==> config.mk <==
export PLATFORM = sky130hd
export DESIGN_NAME = button_events
export DESIGN_NICKNAME = d
export VERILOG_FILES = /design/src/rtl/button_events.sv
export SDC_FILE = /design/constraint.sdc
export NUM_CORES = 1
export LEC_CHECK = 0
export ABC_CLOCK_PERIOD_IN_PS = 3400
export CORE_MARGIN = 2
export CORE_UTILIZATION = 55
export CTS_BUF_LIST = sky130_fd_sc_hd__clkbuf_4
export DETAILED_ROUTE_END_ITERATION = 6
export PLACE_DENSITY = 0.78
export SLEW_MARGIN = 0
export SYNTH_ARGS = -nofsm -noshare
export SYNTH_HDL_FRONTEND = slang
export SYNTH_SLANG_ARGS = --single-unit
==> constraint.sdc <==
create_clock -name CLK -period 3.4 [get_ports CLK]
set_clock_uncertainty 0.15 [all_clocks]
set_input_delay 0.51 -clock CLK [delete_from_list [all_inputs] [get_ports CLK]]
set_output_delay 0.51 -clock CLK [all_outputs]
set_load 0.02 [all_outputs]
==> src/rtl/button_events.sv <==
// Push-button front end: two-flop synchroniser, debouncer and an event FSM.
// The FSM turns the debounced level into short-press, long-press and repeat pulses.
module button_events #(
    parameter int DEBOUNCE_CYCLES = 1 << 16,
    parameter int LONG_CYCLES     = 1 << 24,
    parameter int REPEAT_CYCLES   = 1 << 22,
    parameter int REPEAT_EN       = 1,
    parameter int ACTIVE_LOW      = 1
) (
    input  logic CLK,
    input  logic RST,
    input  logic BTN,
    output logic LEVEL,
    output logic PRESS,
    output logic LONG_PRESS,
    output logic REPEAT
);

    localparam int DB_W   = $clog2(DEBOUNCE_CYCLES);
    localparam int HOLD_W = $clog2(LONG_CYCLES);
    localparam int REP_W  = $clog2(REPEAT_CYCLES);

    localparam logic [DB_W-1:0]   DB_LAST   = DB_W'(DEBOUNCE_CYCLES - 1);
    localparam logic [HOLD_W-1:0] HOLD_LAST = HOLD_W'(LONG_CYCLES - 1);
    localparam logic [REP_W-1:0]  REP_LAST  = REP_W'(REPEAT_CYCLES - 1);
    localparam logic              IDLE_PIN  = (ACTIVE_LOW != 0);
    localparam logic              REP_ON    = (REPEAT_EN != 0);

    typedef enum logic [1:0] {
        IDLE = 2'd0,
        DOWN = 2'd1,
        HELD = 2'd2
    } state_t;

    logic              sync1_reg;
    logic              sync2_reg;
    logic              raw;
    logic              level_reg;
    logic [DB_W-1:0]   db_cnt_reg;

    state_t            state_reg, state_next;
    logic [HOLD_W-1:0] hold_cnt_reg, hold_cnt_next;
    logic [REP_W-1:0]  rep_cnt_reg, rep_cnt_next;
    logic              press_evt_reg, press_evt_next;
    logic              press_reg;
    logic              long_reg, long_next;
    logic              repeat_reg, repeat_next;

    assign raw = sync2_reg ^ IDLE_PIN;

    always_ff @(posedge CLK) begin
        if (RST) begin
            sync1_reg  <= IDLE_PIN;
            sync2_reg  <= IDLE_PIN;
            level_reg  <= 1'b0;
            db_cnt_reg <= '0;
        end else begin
            sync1_reg <= BTN;
            sync2_reg <= sync1_reg;
            // Any sample that agrees with the current level restarts the count.
            if (raw == level_reg) begin
                db_cnt_reg <= '0;
            end else if (db_cnt_reg == DB_LAST) begin
                level_reg  <= raw;
                db_cnt_reg <= '0;
            end else begin
                db_cnt_reg <= db_cnt_reg + 1'b1;
            end
        end
    end

    always_comb begin
        state_next     = state_reg;
        hold_cnt_next  = hold_cnt_reg;
        rep_cnt_next   = rep_cnt_reg;
        press_evt_next = 1'b0;
        long_next      = 1'b0;
        repeat_next    = 1'b0;
        case (state_reg)
            IDLE: begin
                if (level_reg) begin
                    state_next    = DOWN;
                    hold_cnt_next = '0;
                end
            end
            DOWN: begin
                // Release is tested first so it beats the long-press terminal count.
                if (!level_reg) begin
                    press_evt_next = 1'b1;
                    state_next     = IDLE;
                end else if (hold_cnt_reg == HOLD_LAST) begin
                    long_next    = 1'b1;
                    state_next   = HELD;
                    rep_cnt_next = '0;
                end else begin
                    hold_cnt_next = hold_cnt_reg + 1'b1;
                end
            end
            HELD: begin
                if (!level_reg) begin
                    state_next = IDLE;
                end else if (rep_cnt_reg == REP_LAST) begin
                    // The counter still rolls over with repeat disabled so it never wraps.
                    repeat_next  = REP_ON;
                    rep_cnt_next = '0;
                end else begin
                    rep_cnt_next = rep_cnt_reg + 1'b1;
                end
            end
            default: begin
                state_next = IDLE;
            end
        endcase
    end

    always_ff @(posedge CLK) begin
        if (RST) begin
            state_reg     <= IDLE;
            hold_cnt_reg  <= '0;
            rep_cnt_reg   <= '0;
            press_evt_reg <= 1'b0;
            press_reg     <= 1'b0;
            long_reg      <= 1'b0;
            repeat_reg    <= 1'b0;
        end else begin
            state_reg     <= state_next;
            hold_cnt_reg  <= hold_cnt_next;
            rep_cnt_reg   <= rep_cnt_next;
            press_evt_reg <= press_evt_next;
            // PRESS is retimed one cycle so it lands two edges after LEVEL falls.
            press_reg     <= press_evt_reg;
            long_reg      <= long_next;
            repeat_reg    <= repeat_next;
        end
    end

    assign LEVEL      = level_reg;
    assign PRESS      = press_reg;
    assign LONG_PRESS = long_reg;
    assign REPEAT     = repeat_reg;

endmodule
==> flow_metrics.tcl <==
set metrics [dict create \
    cts_resized 0 \
    antennaDiodeCount 0 \
    ant_nets 0 \
    largest_register_ffs 24 \
    place_ws_ns 0.753 \
    grt_max_degree 22 \
    slowest_delay_ns 0.66 \
    grt_overflow 0 \
    die_width_um 83.7 \
    synth_seq_cells 71 \
    die-area_um2 7000 \
    grt_pass1_wl_mm 12.6 \
    end_kind "flip-flop" \
    fp-row-count 29 \
    yosys.cell_types.count 55 \
    cp-startpoint "hold_cnt_reg[0]$_SDFFE_PP0P_" \
    dp_hpwl_mm 4.92 \
    holdWs_ns 0.273 \
    tns_ns 0 \
    finalHoldViolCount 0 \
    fin_crit_sh 0.790 \
    drv_cap 0 \
    avgSynthCellArea_um2 8.37 \
    holdCritStartpoint "sync1_reg$_SDFF_PP1_" \
    holdBufCountCts 0 \
    cp_slowest_cell "a41o_1" \
    vias 3062 \
    cts_sinks 71 \
    wirelength_mm 7.21 \
    antenna_found_initial 0 \
    cellLeakagePower_nw 1.22 \
    drc_errors 0 \
    utilization 0.606 \
    rr_startpoint "hold_cnt_reg[0]$_SDFFE_PP0P_" \
    p_comb_frac 0.017 \
    root_buffer "clkbuf_4" \
    fin_ws_ns 0.716 \
    synthArstFlopShare 0 \
    final_cell_mix "71 x dfxtp_1, 38 x nor2_1, 34 x nand2_1, 32 x nand3_1, 32 x a21oi_1" \
    track_usage 0.216 \
    clock_power_share 0.467 \
    synth_edf_count 0 \
    p_total_mw 1.62 \
    setup_viol 0 \
    cts_tree "built" \
    synth_flop_cell "dfxtp_1" \
    drv_slew 0 \
    final_common_cell "dfxtp_1" \
    synth_warnings 0 \
    wl_per_cell_um 14.4 \
    syn2layout_area_growth_pct 8.24 \
    first_iter_violations 211 \
    grt_pass1_vias 2835 \
    p_int_mw 1.30 \
    syn_nets 423 \
    viasPerCell 6.10 \
    cts-buffers-inserted 9 \
    num_io_pins 7 \
    place_congestion 0.824 \
    swShare 0.198 \
    clk_latency_ns 0.42 \
    cp.arrival_ns 2.86 \
    io_buffers 6 \
    cp_cell_sequence "ha_1, nand3_1, nor4_4, buf_4, a41o_1, nor2_1, o221a_1" \
    drive_gt1_frac 0.0800 \
    power_frac_seq 0.516 \
    initial_core_util 0.560 \
    crit_fanout 20 \
    rsz0062_at_grt "false" \
    fmax_mhz 373 \
    hp-class "reg -> reg" \
    power_density_nw_per_um2 427 \
    synth_cells 417 \
    core-area_um2 6240 \
    status "finished clean" \
    worst_pin_slew_ns 0.868 \
    path_clk_slew_ns 0.11 \
    required_ns 3.57 \
    slew_headroom 0.422 \
    period_minus_slack_ns 2.68 \
    cts_setup_buffers 0 \
    path_class "reg -> reg" \
    critPathLaunchType "flip-flop" \
    die_h_um 83.7 \
    cts_buffer_depth 2 \
    htreeDepth 3 \
    syn_area_um2 3490 \
    p_switching_mw 0.320 \
    ir_worst_vdd_mv 0.271 \
    first_pass_iters 5 \
    seq_area_frac_synth 0.407 \
    nets 426 \
]
power groups by stage:
stage / clock (mW) / sequential [mW] / combinational (mW)
2_1_floorplan: 0 / 0.852 / 0.0188
3_3_place_gp: 0 / 0.852 / 0.0267
3_5_place_dp: 0 / 0.852 / 0.0270
4_1_cts: 0.768 / 0.834 / 0.0272
5_1_grt: 0.804 / 0.834 / 0.0302
6_report: 0.755 / 0.834 / 0.0273
critical path: cells and delay by family (launching register included):
| kind | cells | cell delay, ns |
|---|---|---|
| AO/OA/AOI/OAI | 2 | 0.90 |
| AND/OR/NAND/NOR | 3 | 0.66 |
| adder cells (fa/ha/maj) | 1 | 0.21 |
| buffers and inverters | 1 | 0.24 |
| flip-flops | 1 | 0.42 |
area by class of cell:
class	count	area [um2]
Clock buffer	10	75.1
Sequential cell	71	1420
Tap cell	77	96.3
Clock inverter	6	133
Timing Repair Buffer	13	113
Multi-Input combinational cell	310	1890
Inverter	15	56.3
Fill cell	567	2460
synthesized netlist by cell type, types with 2 or more instances:
library cell / count / share of area
dfxtp_1: 71 / 0.41
nor2_1: 38 / 0.041
nand2_1: 34 / 0.037
a21oi_1: 32 / 0.046
nand3_1: 32 / 0.046
o21ai_1: 18 / 0.026
nand4_1: 17 / 0.030
inv_1: 14 / 0.015
and3_1: 9 / 0.016
nor3_1: 9 / 0.013
o211ai_1: 9 / 0.019
xnor2_1: 8 / 0.020
buf_2: 7 / 0.010
clkbuf_1: 7 / 0.0075
mux2i_1: 7 / 0.020
a31oi_1: 6 / 0.011
o21ai_0: 6 / 0.0086
or3_1: 6 / 0.011
xor2_1: 6 / 0.015
a41oi_1: 5 / 0.013
and4_1: 5 / 0.013
nor2b_1: 5 / 0.0090
o31ai_1: 5 / 0.011
a211oi_1: 4 / 0.0086
buf_6: 4 / 0.013
nor4_1: 4 / 0.0072
a21o_1: 3 / 0.0064
a31o_1: 3 / 0.0075
and2_1: 3 / 0.0054
buf_4: 3 / 0.0064
ha_1: 3 / 0.011
nand2b_1: 3 / 0.0054
nor4_2: 3 / 0.011
or2_2: 3 / 0.0054
and3_4: 2 / 0.0064
o22ai_1: 2 / 0.0036
o32ai_1: 2 / 0.0050
or4_1: 2 / 0.0043
cell families (layout without fill, tap and decap cells):
| group | after synthesis | after routing | synth area share |
|---|---|---|---|
| AO/OA/AOI/OAI | 105 | 105 | 0.196 |
| AND/OR/NAND/NOR | 181 | 181 | 0.278 |
| buffers and inverters | 36 | 44 | 0.0530 |
| XOR/XNOR | 14 | 14 | 0.0351 |
| multiplexers | 7 | 7 | 0.0201 |
| flip-flops | 71 | 71 | 0.407 |
| adder cells (fa/ha/maj) | 3 | 3 | 0.0107 |
routing by layer:
metal	track usage	up-vias	wire length, um
met5	0	-	0
met4	0.0880	0	116
met3	0.0396	13	236
met2	0.358	62	3520
met1	0.278	1437	3340
li1	-	1550	-
final timing paths:
kind	to	slack (ns)	depth (start not counted)
setup / recovery	hold_cnt_reg[7]$_SDFFE_PP0P_	0.72	7
hold / removal	sync2_reg$_SDFF_PP1_	0.27	1
setup reg to reg	hold_cnt_reg[7]$_SDFFE_PP0P_	0.72	7
hold reg to reg	sync2_reg$_SDFF_PP1_	0.27	1
through the flow:
step,instance area (um2),std cells
floorplan,3490,417
global placement,3570,486
detailed placement,3570,486
CTS,3780,502
global route,3780,502
finish,3780,502
(Power assumes the default switching activity.)
